## src/rtl/riscv_alu_issue.sv

```systemverilog
// riscv_alu_issue: two-stage issue/writeback front end for an external combinational ALU.
// Decodes RV64I integer ops (OP, OP-IMM, OP-32, OP-IMM-32, LUI, AUIPC) into a 4-bit ALU
// code, registers operands in E (which drives the ALU), and registers the final result in W.
// Ports:
//   clk, rst_n                         clock, async active-low reset
//   in_valid/in_ready, in_opcode, in_funct3, in_funct7, in_rs1, in_rs2, in_imm, in_pc, in_rd
//                                      decoded instruction input (valid/ready)
//   alu_a, alu_b, alu_op               ALU request (from E registers)
//   alu_result, alu_zero, alu_overflow ALU response (combinational)
//   out_valid/out_ready, out_result, out_zero, out_overflow, out_illegal, out_rd
//                                      registered writeback output (valid/ready)
module riscv_alu_issue #(
   parameter int unsigned XLEN = 64
) (
   input  logic            clk,
   input  logic            rst_n,
   input  logic            in_valid,
   output logic            in_ready,
   input  logic [6:0]      in_opcode,
   input  logic [2:0]      in_funct3,
   input  logic [6:0]      in_funct7,
   input  logic [XLEN-1:0] in_rs1,
   input  logic [XLEN-1:0] in_rs2,
   input  logic [XLEN-1:0] in_imm,
   input  logic [XLEN-1:0] in_pc,
   input  logic [4:0]      in_rd,
   output logic [XLEN-1:0] alu_a,
   output logic [XLEN-1:0] alu_b,
   output logic [3:0]      alu_op,
   input  logic [XLEN-1:0] alu_result,
   input  logic            alu_zero,
   input  logic            alu_overflow,
   output logic            out_valid,
   input  logic            out_ready,
   output logic [XLEN-1:0] out_result,
   output logic            out_zero,
   output logic            out_overflow,
   output logic            out_illegal,
   output logic [4:0]      out_rd
);

   localparam logic [3:0] OP_ADD = 4'b0000, OP_SUB  = 4'b0001, OP_SLL   = 4'b0010;
   localparam logic [3:0] OP_SLT = 4'b0011, OP_SLTU = 4'b0100, OP_XOR   = 4'b0101;
   localparam logic [3:0] OP_SRL = 4'b0110, OP_SRA  = 4'b0111, OP_OR    = 4'b1000;
   localparam logic [3:0] OP_AND = 4'b1001, OP_LUI  = 4'b1010, OP_AUIPC = 4'b1011;

   localparam logic [6:0] OPC_OP    = 7'b0110011, OPC_OPIMM   = 7'b0010011;
   localparam logic [6:0] OPC_OP32  = 7'b0111011, OPC_OPIMM32 = 7'b0011011;
   localparam logic [6:0] OPC_LUI   = 7'b0110111, OPC_AUIPC   = 7'b0010111;

   // ---------------- decode ----------------
   logic [XLEN-1:0] src, dec_a, dec_b, rs1_sext, rs1_zext, src_sext;
   logic [3:0]      dec_op;
   logic            dec_word, dec_wshift, dec_illegal;
   logic            f7_zero, f7_alt, is_reg;

   always_comb begin
      is_reg   = (in_opcode == OPC_OP) || (in_opcode == OPC_OP32);
      src      = is_reg ? in_rs2 : in_imm;
      f7_zero  = (in_funct7 == 7'b0000000);
      f7_alt   = (in_funct7 == 7'b0100000);
      rs1_sext = {{(XLEN-32){in_rs1[31]}}, in_rs1[31:0]};
      rs1_zext = {{(XLEN-32){1'b0}}, in_rs1[31:0]};
      src_sext = {{(XLEN-32){src[31]}}, src[31:0]};

      dec_op      = OP_ADD;
      dec_a       = in_rs1;
      dec_b       = src;
      dec_word    = 1'b0;
      dec_wshift  = 1'b0;
      dec_illegal = 1'b0;

      case (in_opcode)
         OPC_OP, OPC_OPIMM: begin
            case (in_funct3)
               3'b000: dec_op = OP_ADD;
               3'b001: dec_op = OP_SLL;
               3'b010: dec_op = OP_SLT;
               3'b011: dec_op = OP_SLTU;
               3'b100: dec_op = OP_XOR;
               3'b101: dec_op = OP_SRL;
               3'b110: dec_op = OP_OR;
               default: dec_op = OP_AND;
            endcase
            if (in_opcode == OPC_OP) begin
               if (f7_alt && in_funct3 == 3'b000) dec_op = OP_SUB;
               else if (f7_alt && in_funct3 == 3'b101) dec_op = OP_SRA;
               else if (!f7_zero) dec_illegal = 1'b1;
            end else begin
               // Immediate form: funct7 is immediate bits except for shifts, where
               // funct7[0] is shamt[5] and funct7[6:1] selects the shift kind.
               if (in_funct3 == 3'b001 && in_funct7[6:1] != 6'b000000) dec_illegal = 1'b1;
               if (in_funct3 == 3'b101) begin
                  if (in_funct7[6:1] == 6'b010000) dec_op = OP_SRA;
                  else if (in_funct7[6:1] != 6'b000000) dec_illegal = 1'b1;
               end
            end
            if (in_funct3 == 3'b001 || in_funct3 == 3'b101) dec_b = {{(XLEN-6){1'b0}}, src[5:0]};
         end
         OPC_OP32, OPC_OPIMM32: begin
            dec_word = 1'b1;
            case (in_funct3)
               3'b000: begin
                  dec_a = rs1_sext;
                  dec_b = src_sext;
                  if (in_opcode == OPC_OP32) begin
                     if (f7_alt) dec_op = OP_SUB;
                     else if (!f7_zero) dec_illegal = 1'b1;
                  end
               end
               3'b001: begin
                  dec_op      = OP_SLL;
                  dec_wshift  = 1'b1;
                  dec_b       = {{(XLEN-5){1'b0}}, src[4:0]};
                  dec_illegal = !f7_zero;
               end
               3'b101: begin
                  dec_wshift  = 1'b1;
                  dec_b       = {{(XLEN-5){1'b0}}, src[4:0]};
                  dec_op      = f7_alt ? OP_SRA : OP_SRL;
                  dec_a       = f7_alt ? rs1_sext : rs1_zext;
                  dec_illegal = !(f7_zero || f7_alt);
               end
               default: dec_illegal = 1'b1;
            endcase
         end
         OPC_LUI: begin
            dec_op = OP_LUI;
            dec_a  = '0;
            dec_b  = in_imm;
         end
         OPC_AUIPC: begin
            dec_op = OP_AUIPC;
            dec_a  = in_pc;
            dec_b  = in_imm;
         end
         default: dec_illegal = 1'b1;
      endcase

      // Illegal instructions still flow through as a harmless ADD 0,0.
      if (dec_illegal) begin
         dec_op     = OP_ADD;
         dec_a      = '0;
         dec_b      = '0;
         dec_word   = 1'b0;
         dec_wshift = 1'b0;
      end
   end

   // ---------------- handshake ----------------
   logic e_valid_q, e_valid_d, w_valid_q, w_valid_d, w_adv, in_fire, e_xfer;

   assign w_adv    = !w_valid_q || out_ready;
   assign in_ready = !e_valid_q || w_adv;
   assign in_fire  = in_valid && in_ready;
   assign e_xfer   = e_valid_q && w_adv;

   // ---------------- E stage ----------------
   logic [XLEN-1:0] e_a_q, e_a_d, e_b_q, e_b_d;
   logic [3:0]      e_op_q, e_op_d;
   logic [4:0]      e_rd_q, e_rd_d;
   logic            e_word_q, e_word_d, e_wshift_q, e_wshift_d, e_illegal_q, e_illegal_d;

   always_comb begin
      e_valid_d   = e_valid_q;
      e_a_d       = e_a_q;
      e_b_d       = e_b_q;
      e_op_d      = e_op_q;
      e_rd_d      = e_rd_q;
      e_word_d    = e_word_q;
      e_wshift_d  = e_wshift_q;
      e_illegal_d = e_illegal_q;
      if (in_fire) begin
         e_valid_d   = 1'b1;
         e_a_d       = dec_a;
         e_b_d       = dec_b;
         e_op_d      = dec_op;
         e_rd_d      = in_rd;
         e_word_d    = dec_word;
         e_wshift_d  = dec_wshift;
         e_illegal_d = dec_illegal;
      end else if (e_xfer) begin
         e_valid_d = 1'b0;
      end
   end

   assign alu_a  = e_a_q;
   assign alu_b  = e_b_q;
   assign alu_op = e_op_q;

   // ---------------- W stage ----------------
   logic [XLEN-1:0] fin_result, word_result, w_result_q, w_result_d;
   logic            fin_zero, fin_ov;
   logic            w_zero_q, w_zero_d, w_ov_q, w_ov_d, w_illegal_q, w_illegal_d;
   logic [4:0]      w_rd_q, w_rd_d;

   assign word_result = {{(XLEN-32){alu_result[31]}}, alu_result[31:0]};

   always_comb begin
      fin_result = alu_result;
      fin_ov     = alu_overflow;
      fin_zero   = alu_zero;
      if (e_illegal_q) begin
         fin_result = '0;
         fin_ov     = 1'b0;
         fin_zero   = 1'b0;
      end else if (e_word_q) begin
         // Zero is taken after sign extension; alu_zero sees all 64 bits.
         fin_result = word_result;
         fin_ov     = e_wshift_q ? 1'b0 : (alu_result[32] ^ alu_result[31]);
         fin_zero   = (word_result == '0);
      end
   end

   always_comb begin
      w_valid_d   = w_adv ? e_valid_q : w_valid_q;
      w_result_d  = w_result_q;
      w_zero_d    = w_zero_q;
      w_ov_d      = w_ov_q;
      w_illegal_d = w_illegal_q;
      w_rd_d      = w_rd_q;
      if (e_xfer) begin
         w_result_d  = fin_result;
         w_zero_d    = fin_zero;
         w_ov_d      = fin_ov;
         w_illegal_d = e_illegal_q;
         w_rd_d      = e_rd_q;
      end
   end

   always_ff @(posedge clk or negedge rst_n) begin
      if (!rst_n) begin
         e_valid_q   <= 1'b0;
         e_a_q       <= '0;
         e_b_q       <= '0;
         e_op_q      <= OP_ADD;
         e_rd_q      <= '0;
         e_word_q    <= 1'b0;
         e_wshift_q  <= 1'b0;
         e_illegal_q <= 1'b0;
         w_valid_q   <= 1'b0;
         w_result_q  <= '0;
         w_zero_q    <= 1'b0;
         w_ov_q      <= 1'b0;
         w_illegal_q <= 1'b0;
         w_rd_q      <= '0;
      end else begin
         e_valid_q   <= e_valid_d;
         e_a_q       <= e_a_d;
         e_b_q       <= e_b_d;
         e_op_q      <= e_op_d;
         e_rd_q      <= e_rd_d;
         e_word_q    <= e_word_d;
         e_wshift_q  <= e_wshift_d;
         e_illegal_q <= e_illegal_d;
         w_valid_q   <= w_valid_d;
         w_result_q  <= w_result_d;
         w_zero_q    <= w_zero_d;
         w_ov_q      <= w_ov_d;
         w_illegal_q <= w_illegal_d;
         w_rd_q      <= w_rd_d;
      end
   end

   assign out_valid    = w_valid_q;
   assign out_result   = w_result_q;
   assign out_zero     = w_zero_q;
   assign out_overflow = w_ov_q;
   assign out_illegal  = w_illegal_q;
   assign out_rd       = w_rd_q;

endmodule
```

## config.mk

```make
export PLATFORM = sky130hd
export DESIGN_NAME = riscv_alu_issue
export DESIGN_NICKNAME = d
export VERILOG_FILES = /design/src/rtl/riscv_alu_issue.sv
export SDC_FILE = /design/constraint.sdc
export NUM_CORES = 1
export LEC_CHECK = 0
export ABC_CLOCK_PERIOD_IN_PS = 1800
export CAP_MARGIN = 10
export CORE_AREA = 2 2 215 217
export CTS_CLUSTER_DIAMETER = 150
export DETAILED_ROUTE_END_ITERATION = 10
export DIE_AREA = 0 0 217 219
export DONT_BUFFER_PORTS = 1
export PLACE_DENSITY = 0.47
export SETUP_SLACK_MARGIN = 0.15
export SLEW_MARGIN = 20
export SYNTH_ARGS = -nofsm -noshare
export SYNTH_HDL_FRONTEND = slang
export SYNTH_SLANG_ARGS = --single-unit
```

## constraint.sdc

```tcl
create_clock -name clk -period 1.8 [get_ports clk]
set_input_delay 0.36 -clock clk [delete_from_list [all_inputs] [get_ports clk]]
set_output_delay 0.36 -clock clk [all_outputs]
set_load 0.01 [all_outputs]
```

==> metrics.md <==
| Metric | Value |
|---|---|
| CTS Root Cell | `clkbuf_16` |
| Overall Global Routing Usage | `18.0%` |
| Yosys cell types | `55` |
| Vias in the first global route | `10400` |
| Crit path capture type | `register` |
| RSZ-0062 raised after global routing | `true` |
| CP max stage delay | `0.38 ns` |
| Worst hold slack | `-0.475 ns` |
| R2R depth | `7` |
| Post-synthesis sequential area ratio | `48.3%` |
| Relative slew slack | `57.8%` |
| Ys flop type | `dfrtp_1` |
| Final net count | `1705` |
| Post-synthesis cell area | `11100 um2` |
| Max_cap viols | `0` |
| Commonest non-fill, non-tap cell in the layout | `dfrtp_1` |
| Clk slew on worst S/H paths | `0.06 ns` |
| Peak VDD IR | `0.599 mV` |
| Yosys top cell by area | `dfrtp_1` |
| Grt ovf | `0` |
| Largest net degree at the start of global routing | `215` |
| Starting Density | `24.6%` |
| Die Ht | `219 um` |
| Gpl congestion | `0.855` |
| Worst-Skew Late Latency | `0.55 ns` |
| Skew final | `0.0239 ns` |
| Most frequent cells in the layout | `dfrtp_1 (213), nand2_1 (207), dlygate4sd3_1 (127)` |
| Worst Tran Pin Value | `0.627 ns` |
| Routed len/inst | `23.3 um` |
| Number of flops mapped to enable cells by yosys | `0` |
| Post-route minimum period | `1.67 ns` |
| Final period util | `92.7%` |
| CP Max Fanout | `7` |
| H-Tree Depth | `1` |
| Final Hold Vio Count | `214` |
| Num CTS Buffers | `26` |
| Vias/cell | `5.22` |
| FFs w/ async S/R, synth | `100%` |
| Setup WS pre-CTS | `-0.519 ns` |
| Fraction of layout cells with a size suffix above 1 | `15.8%` |
| Post-DP HPWL | `30.8 mm` |
| # IOs | `554` |
| Die Area | `47500 um2` |
| Status | `finished with violations` |
| Antenna Nets Post-Route | `0` |
| Req. time, crit path | `2.25 ns` |
| CP Cell Sequence | `nand3b_1, and2_4, nand4_1, buf_6, buf_8, buf_12, o41ai_4` |
| Core Region | `45100 um2` |
| Final core occ | `32.7%` |
| Total Wirelength | `46.0 mm` |
| Final worst slack | `0.132 ns` |
| Share of the synthesized area in the top cell type | `48.3%` |
| # diodes | `0` |
| Failing checks | `hold timing` |
| Layout area overhead | `32.7%` |
| Syn_nets | `1583` |
| Yosys reg bits | `214` |
| Critical path type | `register to register` |
| Hold WC Path Type | `primary input to asynchronous set/reset pin` |
| CTS tree | `done` |
| Synth area leaders | `dfrtp_1 (48%), nand2_1 (7.1%), o21ai_0 (6.3%)` |
| Power per Cell Area | `847 nW/um2` |
| Fin Setup TNS | `0 ns` |
| Bufs on Longest Clock Path | `3` |
| Drt drc | `0` |
| CTS Sinks | `214` |
| Yosys warnings | `0` |
| Startpoint Class | `register` |
| Iteration-0 DRC Markers | `771` |
| CP arrival | `2.12 ns` |
| First-pass GRT wire length | `66.4 mm` |
| Num rows | `78` |
| FMAX | `0.599 GHz` |
| Final setup viols | `0` |
| Post-Synthesis Cells | `1235` |
| DR vias | `10300` |
| IO Port Bufs | `0` |
| Slew Viols, Final | `0` |
| CP max stage cell | `dfrtp_1` |
| Lkg Pwr | `5.92 nW` |
| Post-synthesis average cell area | `8.98 um2` |
| Initial antenna violation count | `0` |
| Die width | `217 um` |
| Drt pass-1 iters | `5` |
metal layers:
metal	vias to the layer above	share of wire [%]	GRT usage (%)
li1	4687	-	-
met1	5041	38	21.0
met2	500	49	31.0
met3	83	9.3	5.47
met4	0	3.2	6.39
met5	-	0	0
final cells by class:
| class | count | area [um2] |
|---|---|---|
| clock buffer | 35 | 734 |
| clock inverter | 11 | 72.6 |
| fill | 4642 | 30400 |
| inverter | 4 | 15.0 |
| multi-input combinational | 902 | 5510 |
| sequential | 214 | 5360 |
| tap | 600 | 751 |
| timing repair buffer | 209 | 2280 |
metrics by stage:
step | cells | hold slack [ns] | total power [W] | cell area (um2)
CTS | 1965 | -0.538 | 0.0126 | 14500
global route | 1975 | -0.520 | 0.0131 | 14700
detailed placement | 1786 | 0.0689 | 0.00726 | 12300
finish | 1975 | -0.475 | 0.0125 | 14700
floorplan | 1235 | 0.0644 | 0.00675 | 11200
global placement | 1786 | 0.0692 | 0.00722 | 12300
kinds of logic (layout without fill, tap and decap cells):
kind of cell / Yosys count / count (layout) / share of synthesized area, %
buf+inv: 119 / 259 / 4.57
compound gates: 436 / 436 / 25.3
flops: 214 / 214 / 48.3
mux: 43 / 43 / 4.30
xor+xnor: 3 / 3 / 0.237
simple gates: 420 / 420 / 17.3
critical path: cells and delay by family, from the launching register on:
family                 cells  cell delay (ns)
AOI/OAI and AO/OA          1             0.20
buffers and inverters      3             0.48
DFF                        1             0.38
and+or+nand+nor            3             0.50
path summary, 6_finish.rpt:
| path | start | to | slack (ns) |
|---|---|---|---|
| max | e_valid_q | alu_a[51] | 0.13 |
| max reg2reg | e_valid_q | alu_a[51] | 0.13 |
| max in group asynchronous | rst_n | alu_a[9] | 1.95 |
| min reg2reg | e_rd_q[1] | e_rd_q[1] | 0.47 |
| min in group clk | in_rs1[18] | alu_a[18] | 0.02 |
| min | rst_n | out_result[43] | -0.47 |
state kept, by name, indices dropped and copies added (netlist names):
register,count
e_rd_q,5
out_zero,1
alu_a,64
e_valid_q,1
out_result,64
alu_b,64
out_rd,5
e_illegal_q,1
e_word_q,1
out_valid,1
out_illegal,1
out_overflow,1
e_wshift_q,1
alu_op,4
synthesized netlist by cell type, types with 2 or more instances:
library cell	instances
a211oi_1	47
a21boi_0	2
a21oi_1	107
a221oi_1	23
a22oi_1	15
a311oi_1	19
a41oi_1	2
and2_1	3
buf_2	24
buf_4	4
buf_6	2
clkbuf_1	84
dfrtp_1	214
inv_1	3
mux2_2	37
mux2i_1	6
nand2_1	209
nand2b_1	39
nand3_1	4
nand3b_1	2
nand4_1	2
nand4b_1	2
nor2_1	96
nor2b_1	5
nor3_1	5
nor3b_1	33
nor4_1	9
nor4b_1	3
o21a_1	3
o21ai_0	139
o21ai_1	17
o31ai_1	36
o32a_1	2
o41ai_1	3
o41ai_2	12
or3_1	2
xnor2_1	2
where the power goes:
part           switching, W  internal, W  total (W)
registers          0.000618      0.00526    0.00587
logic              0.000810     0.000772    0.00158
clock network       0.00216      0.00286    0.00501
total               0.00359      0.00888     0.0125
what timing repair did:
item | CTS | global route
resized for setup | 11 | 33
buffers inserted | 6 | 3
hold buffers | 125 | 2
endpoints found under the setup margin | 115 | 135
pin swaps | 2 | 5
endpoints found under the hold margin | 315 | 215
cloned | 2 | 5
Note: power is estimated with default switching activity, not from simulation.
